`src/rtl/madnes_video_pkg.sv`:
```
// rtl/madnes_video_pkg.sv - 640x480@60 timing constants and video pixel types
package madnes_video_pkg;

  localparam int H_ACTIVE = 640;
  localparam int H_FP     = 16;
  localparam int H_SYNC   = 96;
  localparam int H_BP     = 48;
  localparam int H_TOTAL  = H_ACTIVE + H_FP + H_SYNC + H_BP;

  localparam int V_ACTIVE = 480;
  localparam int V_FP     = 10;
  localparam int V_SYNC   = 2;
  localparam int V_BP     = 33;
  localparam int V_TOTAL  = V_ACTIVE + V_FP + V_SYNC + V_BP;

  typedef logic [9:0] coord_t;

  typedef struct packed {
    logic [7:0] r;
    logic [7:0] g;
    logic [7:0] b;
  } rgb_t;

endpackage

```
`src/rtl/video_timing_gen.sv`:
```
// rtl/video_timing_gen.sv - h/v counters and stage-0 active/sync/frame decode
module video_timing_gen #(
  parameter int H_ACTIVE = madnes_video_pkg::H_ACTIVE,
  parameter int H_FP     = madnes_video_pkg::H_FP,
  parameter int H_SYNC   = madnes_video_pkg::H_SYNC,
  parameter int H_TOTAL  = madnes_video_pkg::H_TOTAL,
  parameter int V_ACTIVE = madnes_video_pkg::V_ACTIVE,
  parameter int V_FP     = madnes_video_pkg::V_FP,
  parameter int V_SYNC   = madnes_video_pkg::V_SYNC,
  parameter int V_TOTAL  = madnes_video_pkg::V_TOTAL
) (
  input  logic                     clk,
  input  logic                     rst,
  input  logic                     ce,
  output madnes_video_pkg::coord_t h,
  output madnes_video_pkg::coord_t v,
  output logic                     active,
  output logic                     hs_n,
  output logic                     vs_n,
  output logic                     frame_start,
  output logic                     vblank
);
  import madnes_video_pkg::*;

  always_ff @(posedge clk or negedge rst) begin
    if (!rst) begin
      h <= '0;
      v <= '0;
    end else if (ce) begin
      if (h == coord_t'(H_TOTAL - 1)) begin
        h <= '0;
        v <= (v == coord_t'(V_TOTAL - 1)) ? '0 : v + 10'd1;
      end else begin
        h <= h + 10'd1;
      end
    end
  end

  assign active = (h < coord_t'(H_ACTIVE)) && (v < coord_t'(V_ACTIVE));
  assign hs_n   = !((h >= coord_t'(H_ACTIVE + H_FP)) && (h < coord_t'(H_ACTIVE + H_FP + H_SYNC)));
  assign vs_n   = !((v >= coord_t'(V_ACTIVE + V_FP)) && (v < coord_t'(V_ACTIVE + V_FP + V_SYNC)));
  assign vblank = (v >= coord_t'(V_ACTIVE));
  // Gated by rst so the pulse is absent while held in reset yet present on the first ce after release.
  assign frame_start = rst && ce && (h == '0) && (v == '0);

endmodule

```
`src/rtl/vga_pixel_output.sv`:
```
// rtl/vga_pixel_output.sv - VGA timing, renderer/palette alignment pipeline and pin registers
module vga_pixel_output #(
  parameter int H_ACTIVE       = madnes_video_pkg::H_ACTIVE,
  parameter int H_FP           = madnes_video_pkg::H_FP,
  parameter int H_SYNC         = madnes_video_pkg::H_SYNC,
  parameter int H_BP           = madnes_video_pkg::H_BP,
  parameter int V_ACTIVE       = madnes_video_pkg::V_ACTIVE,
  parameter int V_FP           = madnes_video_pkg::V_FP,
  parameter int V_SYNC         = madnes_video_pkg::V_SYNC,
  parameter int V_BP           = madnes_video_pkg::V_BP,
  parameter int RENDER_LATENCY = 1
) (
  input  logic        clk,
  input  logic        rst,
  input  logic        pixel_ce,
  output logic [9:0]  pixel_x,
  output logic [9:0]  pixel_y,
  output logic        pixel_active,
  input  logic [8:0]  pixel_index,
  output logic [8:0]  palette_read_addr,
  input  logic [23:0] palette_read_data,
  output logic [7:0]  vga_r,
  output logic [7:0]  vga_g,
  output logic [7:0]  vga_b,
  output logic        vga_hsync,
  output logic        vga_vsync,
  output logic        frame_start,
  output logic        vblank
);
  import madnes_video_pkg::*;

  logic hs_n, vs_n;
  logic [RENDER_LATENCY-1:0] act_dly, hs_dly, vs_dly;
  rgb_t pix;

  video_timing_gen #(
    .H_ACTIVE (H_ACTIVE),
    .H_FP     (H_FP),
    .H_SYNC   (H_SYNC),
    .H_TOTAL  (H_ACTIVE + H_FP + H_SYNC + H_BP),
    .V_ACTIVE (V_ACTIVE),
    .V_FP     (V_FP),
    .V_SYNC   (V_SYNC),
    .V_TOTAL  (V_ACTIVE + V_FP + V_SYNC + V_BP)
  ) u_timing (
    .clk         (clk),
    .rst         (rst),
    .ce          (pixel_ce),
    .h           (pixel_x),
    .v           (pixel_y),
    .active      (pixel_active),
    .hs_n        (hs_n),
    .vs_n        (vs_n),
    .frame_start (frame_start),
    .vblank      (vblank)
  );

  assign palette_read_addr = pixel_index;

  // Sync stages clear to the deasserted level so no phantom pulse leaves the pipe after reset.
  always_ff @(posedge clk or negedge rst) begin
    if (!rst) begin
      act_dly   <= '0;
      hs_dly    <= '1;
      vs_dly    <= '1;
      pix       <= '0;
      vga_hsync <= 1'b1;
      vga_vsync <= 1'b1;
    end else if (pixel_ce) begin
      act_dly[0] <= pixel_active;
      hs_dly[0]  <= hs_n;
      vs_dly[0]  <= vs_n;
      for (int i = 1; i < RENDER_LATENCY; i++) begin
        act_dly[i] <= act_dly[i-1];
        hs_dly[i]  <= hs_dly[i-1];
        vs_dly[i]  <= vs_dly[i-1];
      end
      pix       <= act_dly[RENDER_LATENCY-1] ? rgb_t'(palette_read_data) : '0;
      vga_hsync <= hs_dly[RENDER_LATENCY-1];
      vga_vsync <= vs_dly[RENDER_LATENCY-1];
    end
  end

  assign vga_r = pix.r;
  assign vga_g = pix.g;
  assign vga_b = pix.b;

endmodule

```
`config.mk`:
```
export PLATFORM = sky130hd
export DESIGN_NAME = vga_pixel_output
export DESIGN_NICKNAME = d
export VERILOG_FILES = /design/src/rtl/madnes_video_pkg.sv /design/src/rtl/video_timing_gen.sv /design/src/rtl/vga_pixel_output.sv
export SDC_FILE = /design/constraint.sdc
export NUM_CORES = 1
export LEC_CHECK = 0
export ABC_AREA = 1
export BUFFER_PORTS_ARGS = -buffer_cell sky130_fd_sc_hd__buf_2
export CAP_MARGIN = 0
export CORE_ASPECT_RATIO = 1.1
export CORE_UTILIZATION = 25
export CTS_BUF_LIST = sky130_fd_sc_hd__clkbuf_2 sky130_fd_sc_hd__clkbuf_4 sky130_fd_sc_hd__clkbuf_8
export DETAILED_ROUTE_END_ITERATION = 8
export PLACE_DENSITY_LB_ADDON = 0.25
export SYNTH_ARGS = -nofsm -noshare
export SYNTH_HDL_FRONTEND = slang
export SYNTH_SLANG_ARGS = --single-unit
```
`constraint.sdc`:
```
create_clock -name clk -period 1.4 [get_ports clk]
set_input_delay 0.21 -clock clk [delete_from_list [all_inputs] [get_ports clk]]
set_output_delay 0.21 -clock clk [all_outputs]
set_load 0.005 [all_outputs]
```
Word-level counts from Yosys, hierarchy flattened
Cells that the tools add are included.
- input port bits: 36
- register bits after elaboration: 49
- muxes and demuxes: 3
- $add $sub $neg: 2
- reduce and logical (&&, ||, !) cells: 11
- equality and inequality tests: 2
- order comparisons: 7
- operator list (kind ; number):
    $mux W24 ; 1
    $add A10 B1 Y10 const B ; 2
    $eq A10 B10 Y1 const B ; 2
    $ge A10 B9 Y1 const B ; 2
    $logic_not A10 Y1 ; 2
    $lt A10 B10 Y1 const B ; 2
    $lt A10 B9 Y1 const B ; 2
    $mux W10 ; 2
    $ge A10 B10 Y1 const B ; 1
    $logic_and A1 B1 Y1 ; 6
    $logic_not A1 Y1 ; 2
    $reduce_and A2 Y1 ; 1

Logic depth before layout (Yosys ltp)
- depth after elaboration: 3
- depth in mapped cells: 8
- gate-level depth less buffers: 7

By module
Synthesis repeated with hierarchy kept, for this count alone.
- cell total of the unflattened synthesis: 309
- area total of the unflattened synthesis: 2529.9 um^2
- modules (own cells, without submodules) (module ; times used ; area each (um^2) ; cells an instance):
    video_timing_gen ; 1 ; 1308.8 ; 174
    vga_pixel_output ; 1 ; 1221.2 ; 135

Worst setup path after synthesis
Ideal clock, no wire load.
- kind: register to register
- from: register u_timing.h[1]
- to: register u_timing.v[6]
- setup time: 0.125 ns
- buffers on the path: 0
- data arrival time: 1.152 ns
- slack: 0.123 ns
- cell stages (with the launch flop): 7
- required time: 1.275 ns
- period minus slack after synthesis: 1.277 ns
- cells stage by stage: dfrtp_1 -> ha_1 -> nand2_1 -> nor2_4 -> nand4_1 -> nand2_1 -> o21ai_1
- word-level cells in the longest chain between the ends: 2
- ends and longest elaborated chain (element ; RTL line ; text):
    start: declaration ; video_timing_gen.sv:15 ; output madnes_video_pkg::coord_t h,
    start signal: assignment ; video_timing_gen.sv:34 ; h <= h + 10'd1;
    $eq A10 B10 Y1 ; video_timing_gen.sv:30 ; if (h == coord_t'(H_TOTAL - 1)) begin
    $reduce_and A2 Y1 (no source line) ; n/a ;
    end signal: assignment ; video_timing_gen.sv:32 ; v <= (v == coord_t'(V_TOTAL - 1)) ? '0 : v + 10'd1;
    end: declaration ; video_timing_gen.sv:16 ; output madnes_video_pkg::coord_t v,
No other way between the ends.
A chain may end at the register's enable or synchronous reset.

Worst setup path in the final report
- from: register u_timing.h[0]
- to: output frame_start
- word-level cells in the longest chain between the ends: 3
- ends and longest elaborated chain (element ; RTL line ; text):
    $logic_not A10 Y1 ; video_timing_gen.sv:44 ; assign frame_start = rst && ce && (h == '0) && (v == '0);
    $logic_and A1 B1 Y1 (2 in series) ; video_timing_gen.sv:44 ;
    end: declaration ; vga_pixel_output.sv:27 ; output logic frame_start,
No other way between the ends.

==> metrics.md <==
| Metric | Value |
|---|---|
| Layout Nets | `451` |
| Share of the synthesized area in the top cell type | `0.445` |
| Initial antenna violation count | `0` |
| Crit-path cells | `inv_2 > ha_4 > nand3_2 > nor2_2 > nand4_1 > nor2_1 > buf_2` |
| Final setup margin | `-0.226 ns` |
| Initial core utilization | `0.257` |
| Cell Rows | `38` |
| Die Y | `108 µm` |
| Syn avg cell area | `7.99 µm²` |
| DRC Markers | `8` |
| Outcome | `finished with violations` |
| Total power | `between 5 and 6 mW` |
| Most common flop cell mapped by yosys | `dfrtp_1` |
| Detailed Place HPWL | `4.79 mm` |
| Measured slew at the worst slew-check pin | `0.790 ns` |
| R2r setup slk | `-0.05 ns` |
| Remaining global-route overflow | `0` |
| Share of post-route cells with drive strength above 1 | `0.400` |
| EDFF count, synth | `0` |
| Violated checks | `design-rule violations, negative setup slack` |
| Slowest CP cell | `dfrtp_1` |
| Sum Neg Setup Slack | `-0.570 ns` |
| Mapped Area | `0.00253 mm²` |
| Period Utilization, post-route | `1.16` |
| Endpoint type of the worst setup path | `output port` |
| Yosys top cell by area | `dfrtp_1` |
| Clock Skews | `between 0.01 and 0.015 ns` |
| RR Endpoint | `u_timing.v[8]` |
| CTS sink cnt | `49` |
| Most frequent cell after synthesis | `nand2_1` |
| Final hold violations | `0` |
| Endpoints failing setup | `12` |
| H-tree Lvls | `2` |
| Die area | `0.0105 mm²` |
| Pre-antenna DRT Iters | `6` |
| Synth cell types | `26` |
| Worst rel slew slack | `0.473` |
| PwrDens | `1550 mW/mm²` |
| Clock transition at path regs | `approximately 0.1 ns` |
| Yosys reg bits | `49` |
| Main area contributors after synthesis | `dfrtp_1 (44%), nand2_1 (16%), nand3_1 (7.9%)` |
| Syn Inst Count | `317` |
| CORE AREA | `0.00984 mm²` |
| Worst Setup Start Kind | `flip-flop` |
| Routed length per instance | `between 10 and 15 µm` |
| Vias | `2319` |
| Synth Warn # | `0` |
| Largest net degree at the start of global routing | `50` |
| Die width | `98.0 µm` |
| Number of global-route vias before repair | `2143` |
| CTS max path bufs | `2` |
| RSZ-0062 raised after global routing | `true` |
| Pleak | `about 1.8 nW` |
| CP startpoint | `u_timing.h[0]` |
| Total GRT Usage | `0.131` |
| First-pass GRT wire length | `~11 mm` |
| IO buf count | `75` |
| Hold Slack | `0.103 ns` |
| Commonest cells post-synth | `nand2_1 (108), dfrtp_1 (45), nand3_1 (40)` |
| ANT nets after route | `0` |
| Peak Freq | `0.615 GHz` |
| TritonCTS buffer count | `5` |
| Crit Path Max Fanout | `2` |
| Routability-driven placement congestion ratio | `~0.8` |
| Clock Latency Late Sink | `0.30 ns` |
| Asr flop ratio synth | `1.00` |
| WP data arrival | `1.42 ns` |
| Worst R2R Start | `u_timing.h[0]` |
| Fill cells | `1035` |
| Vias per cell | `4.36` |
| Tmin final | `about 1.6 ns` |
| CTS tree | `built` |
| DRT Wirelength | `6.73 mm` |
| Util after Layout | `0.348` |
| Crit-path max cell delay | `0.42 ns` |
| Initial DRC Count | `79` |
| Worst Path Required | `about 1.2 ns` |
| Sequential area share after synthesis | `0.486` |
| # diodes | `0` |
| Worst hold path type | `in -> async` |
| Syn nets | `357` |
| CTS Root Buffer Type | `clkbuf_8` |
| Area grow syn2layout | `35.3%` |
| Worst reg2reg path depth | `8` |
| Placed Cells | `511` |
| Max cap viols | `0` |
| Non-Filler Instances | `about 530` |
| Slew Limit Fails | `0` |
| I/O pin count | `94` |
| Crit path kind | `reg -> out` |
| Worst vdd rail ir drop | `0.000874 V` |
[routing by layer]
metal	GRT usage	wire length, µm	up-vias
li1	-	-	1192
met1	0.173	3130	1065
met2	0.221	3250	56
met3	0.0234	272	6
met4	0.0303	77	0
met5	0	0	-
[worst max-delay path: cells and delay by family, from the launching register on]
family | cells | cell delay [ns]
DFF | 1 | 0.42
and+or+nand+nor | 4 | 0.38
buffers and inverters | 2 | 0.21
adders and majority gates | 1 | 0.13
[metrics by stage]
stage          worst slack (ns)  area (µm²)
2_1_floorplan             0.123        2530
3_3_place_gp             0.0136        3080
3_5_place_dp            -0.0334        3080
4_1_cts                  -0.253        3290
5_1_grt                  -0.336        3430
6_report                 -0.226        3430
[worst max-delay path by stage]
stage / slack [ns] / to
finish: -0.23 / frame_start
global route: -0.34 / frame_start
CTS: -0.25 / frame_start
detailed placement: -0.03 / u_timing.v[7]
global placement: 0.01 / u_timing.v[6]
floorplan: 0.12 / u_timing.v[6]
[placed cells by master, fill, tap and decap left out]
| master | n |
|---|---|
| a21oi_1 | 1 |
| a21oi_2 | 1 |
| a31oi_1 | 1 |
| buf_2 | 74 |
| buf_4 | 27 |
| buf_6 | 7 |
| clkbuf_4 | 3 |
| clkbuf_8 | 5 |
| dfrtp_1 | 43 |
| dfrtp_2 | 2 |
| dfstp_2 | 4 |
| ha_1 | 2 |
| ha_4 | 2 |
| inv_1 | 17 |
| inv_2 | 11 |
| nand2_1 | 100 |
| nand2_2 | 5 |
| nand2_4 | 3 |
| nand3_1 | 35 |
| nand3_2 | 5 |
| nand4_1 | 7 |
| nand4_4 | 2 |
| nor2_1 | 16 |
| nor2_2 | 4 |
| nor2_4 | 6 |
| nor3_1 | 6 |
| nor3_2 | 3 |
| o21ai_0 | 3 |
| o21ai_1 | 7 |
| o21ai_2 | 1 |
| o22ai_1 | 1 |
| xnor2_1 | 1 |
| xor2_1 | 7 |
[sequential cells by signal, indices dropped and copies added (netlist names)]
name / flops
act_dly: 1
hs_dly: 1
u_timing.h: 10
u_timing.v: 10
vga_b: 8
vga_g: 8
vga_hsync: 1
vga_r: 8
vga_vsync: 1
vs_dly: 1
[what timing repair did]
item	4_1_cts	5_1_grt
gates resized for setup	19	31
hold buffers	0	0
buffers inserted	7	7
cloned	1	0
setup endpoints to repair	13	22
pin swaps	9	11
[logic make-up after synthesis]
kind of cell | after synthesis | share of synthesized area
AND/OR/NAND/NOR | 191 | 0.340
flip-flops | 49 | 0.486
buffers and inverters | 50 | 0.0954
AO/OA/AOI/OAI | 15 | 0.0306
adder cells (fa/ha/maj) | 4 | 0.0198
XOR/XNOR | 8 | 0.0277
[layout make-up]
type / instances / area (µm²) / area share
Tap cell: 120 / 150 / 0.0438
Sequential cell: 49 / 1230 / 0.360
Timing Repair Buffer: 108 / 652 / 0.190
Clock buffer: 8 / 91.3 / 0.0267
Inverter: 28 / 105 / 0.0307
Multi-Input combinational cell: 219 / 1190 / 0.349
[power breakdown]
| part | internal, mW | switching, mW | leakage [nW] |
|---|---|---|---|
| Clock | 0.415 | 0.468 | 0.0498 |
| Sequential | 1.81 | 0.407 | 0.621 |
| Combinational | 1.04 | 1.18 | 1.17 |
No activity file was read; power rests on OpenSTA's default activity.
